--- src/rtl/sync_data_memory.sv ---
// sync_data_memory
// Single-port synchronous data memory with a valid/ready request port,
// byte-lane write masking, a READ_LATENCY-deep read response pipeline and a
// clear engine that zeroes the whole array after reset and on demand.
// Requests are refused while a clear is running.

module sync_data_memory #(
    parameter int DATA_WIDTH   = 16,
    parameter int ADDR_WIDTH   = 5,
    parameter int READ_LATENCY = 1
) (
    input  logic                    clock,
    input  logic                    reset_n,
    input  logic                    req_valid,
    output logic                    req_ready,
    input  logic                    req_write,
    input  logic [ADDR_WIDTH-1:0]   req_addr,
    input  logic [DATA_WIDTH-1:0]   req_wdata,
    input  logic [DATA_WIDTH/8-1:0] req_wmask,
    input  logic                    clear_start,
    output logic                    rsp_valid,
    output logic [DATA_WIDTH-1:0]   rsp_data,
    output logic                    busy
);

    localparam int DEPTH = 2 ** ADDR_WIDTH;
    localparam int LANES = DATA_WIDTH / 8;
    localparam logic [ADDR_WIDTH-1:0] LAST_ADDR = ADDR_WIDTH'(DEPTH - 1);

    typedef enum logic [0:0] {
        ST_CLEAR = 1'b0,
        ST_READY = 1'b1
    } state_t;

    state_t                  state_r;
    state_t                  state_next_s;
    logic [ADDR_WIDTH-1:0]   clr_cnt_r;
    logic [ADDR_WIDTH-1:0]   clr_cnt_next_s;
    logic                    ready_r;
    logic                    busy_r;
    logic                    rd_accept_s;
    logic                    wr_accept_s;

    // The array has no reset; the clear engine is the only source of zeroes.
    logic [DATA_WIDTH-1:0]   mem_r [DEPTH];

    // Stage i holds a read that was accepted i+1 edges ago. Data registers
    // only load when a valid read enters them, so the last stage holds the
    // most recent response between pulses.
    logic [READ_LATENCY-1:0] pipe_valid_r;
    logic [DATA_WIDTH-1:0]   pipe_data_r [READ_LATENCY];

    // Replace the enabled byte lanes of old_word with those of new_word.
    function automatic logic [DATA_WIDTH-1:0] merge_lanes(
        input logic [DATA_WIDTH-1:0] old_word,
        input logic [DATA_WIDTH-1:0] new_word,
        input logic [LANES-1:0]      mask
    );
        logic [DATA_WIDTH-1:0] result;
        result = old_word;
        for (int i = 0; i < LANES; i++) begin
            if (mask[i]) begin
                result[8*i +: 8] = new_word[8*i +: 8];
            end else begin
                result[8*i +: 8] = old_word[8*i +: 8];
            end
        end
        return result;
    endfunction

    // ready_r mirrors the READY state, so acceptance never happens mid-clear.
    assign rd_accept_s = req_valid & ready_r & ~req_write;
    assign wr_accept_s = req_valid & ready_r & req_write;

    // Next-state logic: walk the clear counter up to the last address, and
    // restart it from zero when a clear is requested while serving.
    always_comb begin
        state_next_s   = state_r;
        clr_cnt_next_s = clr_cnt_r;
        case (state_r)
            ST_CLEAR: begin
                clr_cnt_next_s = clr_cnt_r + ADDR_WIDTH'(1'b1);
                if (clr_cnt_r == LAST_ADDR) begin
                    state_next_s = ST_READY;
                end else begin
                    state_next_s = ST_CLEAR;
                end
            end
            ST_READY: begin
                if (clear_start) begin
                    state_next_s   = ST_CLEAR;
                    clr_cnt_next_s = {ADDR_WIDTH{1'b0}};
                end else begin
                    state_next_s   = ST_READY;
                    clr_cnt_next_s = clr_cnt_r;
                end
            end
            default: begin
                state_next_s   = ST_CLEAR;
                clr_cnt_next_s = {ADDR_WIDTH{1'b0}};
            end
        endcase
    end

    // State register plus registered ready/busy flags derived from next state.
    always_ff @(posedge clock or negedge reset_n) begin
        if (!reset_n) begin
            state_r   <= ST_CLEAR;
            clr_cnt_r <= {ADDR_WIDTH{1'b0}};
            ready_r   <= 1'b0;
            busy_r    <= 1'b1;
        end else begin
            state_r   <= state_next_s;
            clr_cnt_r <= clr_cnt_next_s;
            ready_r   <= (state_next_s == ST_READY);
            busy_r    <= (state_next_s == ST_CLEAR);
        end
    end

    // Array write port: clear engine zeroes one word per edge, otherwise an
    // accepted write updates only its enabled byte lanes.
    always_ff @(posedge clock) begin
        if (state_r == ST_CLEAR) begin
            mem_r[clr_cnt_r] <= {DATA_WIDTH{1'b0}};
        end else if (wr_accept_s) begin
            mem_r[req_addr] <= merge_lanes(mem_r[req_addr], req_wdata, req_wmask);
        end
    end

    // Read response pipeline: sample the array at the accepting edge, then
    // shift valid/data one stage per edge; reset drops anything in flight.
    always_ff @(posedge clock or negedge reset_n) begin
        if (!reset_n) begin
            pipe_valid_r <= {READ_LATENCY{1'b0}};
            for (int i = 0; i < READ_LATENCY; i++) begin
                pipe_data_r[i] <= {DATA_WIDTH{1'b0}};
            end
        end else begin
            pipe_valid_r[0] <= rd_accept_s;
            if (rd_accept_s) begin
                pipe_data_r[0] <= mem_r[req_addr];
            end
            for (int i = 1; i < READ_LATENCY; i++) begin
                pipe_valid_r[i] <= pipe_valid_r[i-1];
                if (pipe_valid_r[i-1]) begin
                    pipe_data_r[i] <= pipe_data_r[i-1];
                end
            end
        end
    end

    assign req_ready = ready_r;
    assign busy      = busy_r;
    assign rsp_valid = pipe_valid_r[READ_LATENCY-1];
    assign rsp_data  = pipe_data_r[READ_LATENCY-1];

endmodule

--- config.mk ---
export PLATFORM = sky130hd
export DESIGN_NAME = sync_data_memory
export DESIGN_NICKNAME = d
export VERILOG_FILES = /design/src/rtl/sync_data_memory.sv
export SDC_FILE = /design/constraint.sdc
export NUM_CORES = 1
export LEC_CHECK = 0
export BUFFER_PORTS_ARGS = -buffer_cell sky130_fd_sc_hd__buf_2
export CORE_AREA = 2 2 244 246
export DETAILED_ROUTE_END_ITERATION = 10
export DIE_AREA = 0 0 246 248
export PLACE_DENSITY_LB_ADDON = 0.3
export SLEW_MARGIN = 20
export SYNTH_ARGS = -nofsm -noshare
export SYNTH_HDL_FRONTEND = slang
export SYNTH_SLANG_ARGS = --single-unit
--- constraint.sdc ---
create_clock -name clock -period 3.41 [get_ports clock]
set_input_delay 0.1705 -clock clock [delete_from_list [all_inputs] [get_ports clock]]
set_output_delay 0.1705 -clock clock [all_outputs]
set_load 0.1 [all_outputs]
==> impl_metrics.yaml <==
logic_synthesis:
  yosys.area.top_type: "edfxtp_1"
  ys.flop_type: "edfxtp_1"
  ys_warn_count: 0
  netlist_area_um2: 21300
  synth_cells: 1227
  synthTopCellsByArea: "edfxtp_1 72%, mux2i_1 12%, a22oi_1 4.5%, dfrtp_1 2.7%, a21oi_1 1.9%"
  syn_nets: 1257
  yosysUniqueCellTypes: 33
  synth_top_area_share_pct: 72.0
  synth.yosys.seq_area_share_pct: 74.8
  async_flop_share_pct: 4.48
  post_synth.cell_area_avg_um2: 17.4
  synth_seq_cells: 536
  synth-edff-count: 512
clock_network:
  cts.clk_slew.worst_paths_ns: 0.06
  clk_latency_ns: 0.59
  clockBufferDepth: 3
  h-tree-depth: 2
  cts_resized: 0
  ctsHoldBuffers: 2
  clock-sinks: 536
  root_buffer: "clkbuf_16"
  post_cts_buffers: 0
  cts_tree: "built"
  cts_made_buffers: 54
power_and_ir_drop:
  swShare_pct: 28.8
  powerDensity_nw_per_um2: 712
  combPwrFrac_pct: 17.3
  pwr-share-clk_pct: 34.9
  switchingPower_uw: 5110
  p_int_uw: 12600
  ir_worst_vdd_v: 0.000532
  p_leak_uw: 0.00891
  seq_power_share_pct: 47.8
worst_setup_path:
  path_buf_inv: 2
  worstSetupStartpointType: "primary input"
  path_max_fanout: 32
  cp_cell_sequence: "buf_2 > and2_2 > buf_4 > a22oi_1 > a21oi_1 > nor4_2 > o21a_1"
  r2r_cells: 5
  rrSetupSlack_ns: 0.95
  cp.arrival_ns: 2.81
  r2r_end: "mem_r[9][6]$_DFFE_PP_"
  worstPathRequired_ns: 3.65
  cp_slowest_stage_delay_ns: 0.87
  path_delay_family: "compound AO/OA/AOI/OAI gates"
  criticalPathCategory: "primary input to register"
  reg2reg_from: "mem_r[3][6]$_DFFE_PP_"
  crit_path_end_kind: "register"
  crit_path_top_delay_cell: "o21a_1"
sta:
  skew_ns: 0.0123
  fin_crit_ns: 2.56
  setup_violations: 0
  maxClockFrequency_ghz: 0.390
  slew_viol_final: 0
  fin_crit_sh_pct: 75.1
  final.setup.tns_ns: 0
  worstMarginPinSlew_ns: 1.04
  rsz0062_at_grt: "no"
  hold_ws_ns: 0.146
  final-hold-violation-count: 0
  worst_slack_ns: 0.848
  relSlewSlack_pct: 30.4
flow_run:
  maxCapViolCount: 0
cells_and_area:
  area_delta_synth_final_pct: 16.6
  multi_input_area_um2: 4890
  drive_above_1_share_pct: 18.9
  num-fill-cells: 5171
  layout_common_cells: "512 x edfxtp_1, 259 x mux2i_1, 128 x a22oi_1, 82 x a21oi_1, 78 x buf_4"
  layout_commonest_cell: "edfxtp_1"
  finish.utilization_pct: 42.6
  layoutNonFillerInstCount: 2167
  nets: 1380
  seq_area_um2: 16000
  diodes: 0
global_routing:
  grt_pass1_wl_mm: 81.7
  grt_pass1_vias: 11400
  grt_overflow: 0
  grt_max_degree: 35
  track_usage_pct: 18.9
  antenna_found_initial: 0
min_path:
  holdCritPathClass: "primary input to register"
  min_path_cells: 3
  holdPathEnd: "rsp_valid$_DFF_PN0_"
  hp-start: "req_valid"
detailed_routing:
  drt_iter0_markers: 1237
  wire_per_inst_um: 26.5
  postRouteAntennaNets: 0
  drt_first_pass_iters: 5
  drt_drc_violations_left: 0
  wl_mm: 57.4
  vias_per_cell: 5.36
  vias: 11600
floorplan:
  dieArea_um2: 61000
  core_um2: 58500
  num_rows: 89
  die_y_um: 248
  die_w_um: 246
  ios: 47
  start_util_pct: 36.5
outcome:
  run_status: "complete, no violations"
place:
  io_buffers: 46
  place_ws_ns: 0.244
  hpwl_mm: 34.9
  place_inst: 2065
  place_congestion: 0.819
cell usage after synthesis, types with 4 or more instances:
cell type	number
mux2i_1	259
buf_6	7
inv_1	22
a21oi_1	82
nor2_1	36
buf_2	28
a22oi_1	128
buf_4	16
mux2_2	18
nand2_1	11
o21a_1	16
nor4_2	16
buf_1	6
nand3_1	5
o22ai_1	4
dfrtp_1	23
edfxtp_1	512
nor2b_1	4
clkbuf_1	15
power by group through the flow:
stage	Combinational (uW)	Clock, uW	Sequential, uW
3_3_place_gp	3050	0	8580
5_1_grt	3230	6550	8530
2_1_floorplan	1220	0	9200
3_5_place_dp	3060	0	8610
4_1_cts	3070	6300	8480
6_report	3070	6200	8480
worst reg2reg max path: cells and delay by family, from the launching register on:
family,cells,cell delay [ns]
simple gates,1,0.45
flops,1,0.32
mux,1,0.07
compound gates,3,1.26
flip-flops by register name, summed over array words and instances (netlist names):
register   flops
rsp_valid      1
mem_r        512
busy           1
clr_cnt_r      5
rsp_data      16
req_ready      1
metrics by stage:
step,area (um2),total power [uW]
floorplan,21300,10400
global placement,23000,11600
detailed placement,23000,11700
CTS,24900,17800
global route,24900,18300
finish,24900,17700
worst max-delay path by stage:
stage	from	endpoint	slack, ns	cells after the start
2_1_floorplan	req_ready$_DFF_PN0_	mem_r[0][0]$_DFFE_PP_	0.25	5
3_3_place_gp	req_addr[1]	mem_r[8][6]$_DFFE_PP_	0.34	7
3_5_place_dp	req_addr[1]	mem_r[8][6]$_DFFE_PP_	0.24	7
4_1_cts	req_addr[1]	mem_r[4][6]$_DFFE_PP_	0.89	7
5_1_grt	req_addr[0]	mem_r[3][3]$_DFFE_PP_	0.65	8
6_report	req_addr[1]	mem_r[9][6]$_DFFE_PP_	0.85	7
cell type report:
| type | instances | area share (%) |
|---|---|---|
| Clock buffer | 72 | 6.16 |
| Clock inverter | 28 | 1.37 |
| Inverter | 23 | 0.347 |
| Multi-Input combinational cell | 596 | 19.6 |
| Sequential cell | 536 | 64.2 |
| Tap cell | 773 | 3.88 |
| Timing Repair Buffer | 139 | 4.44 |
routing by layer:
layer / vias to the layer above / share of wire [%] / GRT usage [%] / routed length (um)
met2: 398 / 48 / 30.8 / 27600
li1: 5125 / - / - / -
met4: 0 / 3.7 / 6.86 / 2110
met5: - / 0 / 0 / 0
met1: 6000 / 42 / 25.0 / 23900
met3: 95 / 6.7 / 3.85 / 3840
logic make-up (layout without fill, tap and decap cells):
group	count (synthesis)	count (layout)	synth area share (%)
fa+ha+maj	2	2	0.117
xor+xnor	2	2	0.0821
compound gates	233	233	7.21
simple gates	82	82	2.29
flops	536	536	74.8
buf+inv	95	262	2.36
mux	277	277	13.1
Note: power is estimated with default switching activity, not from simulation.
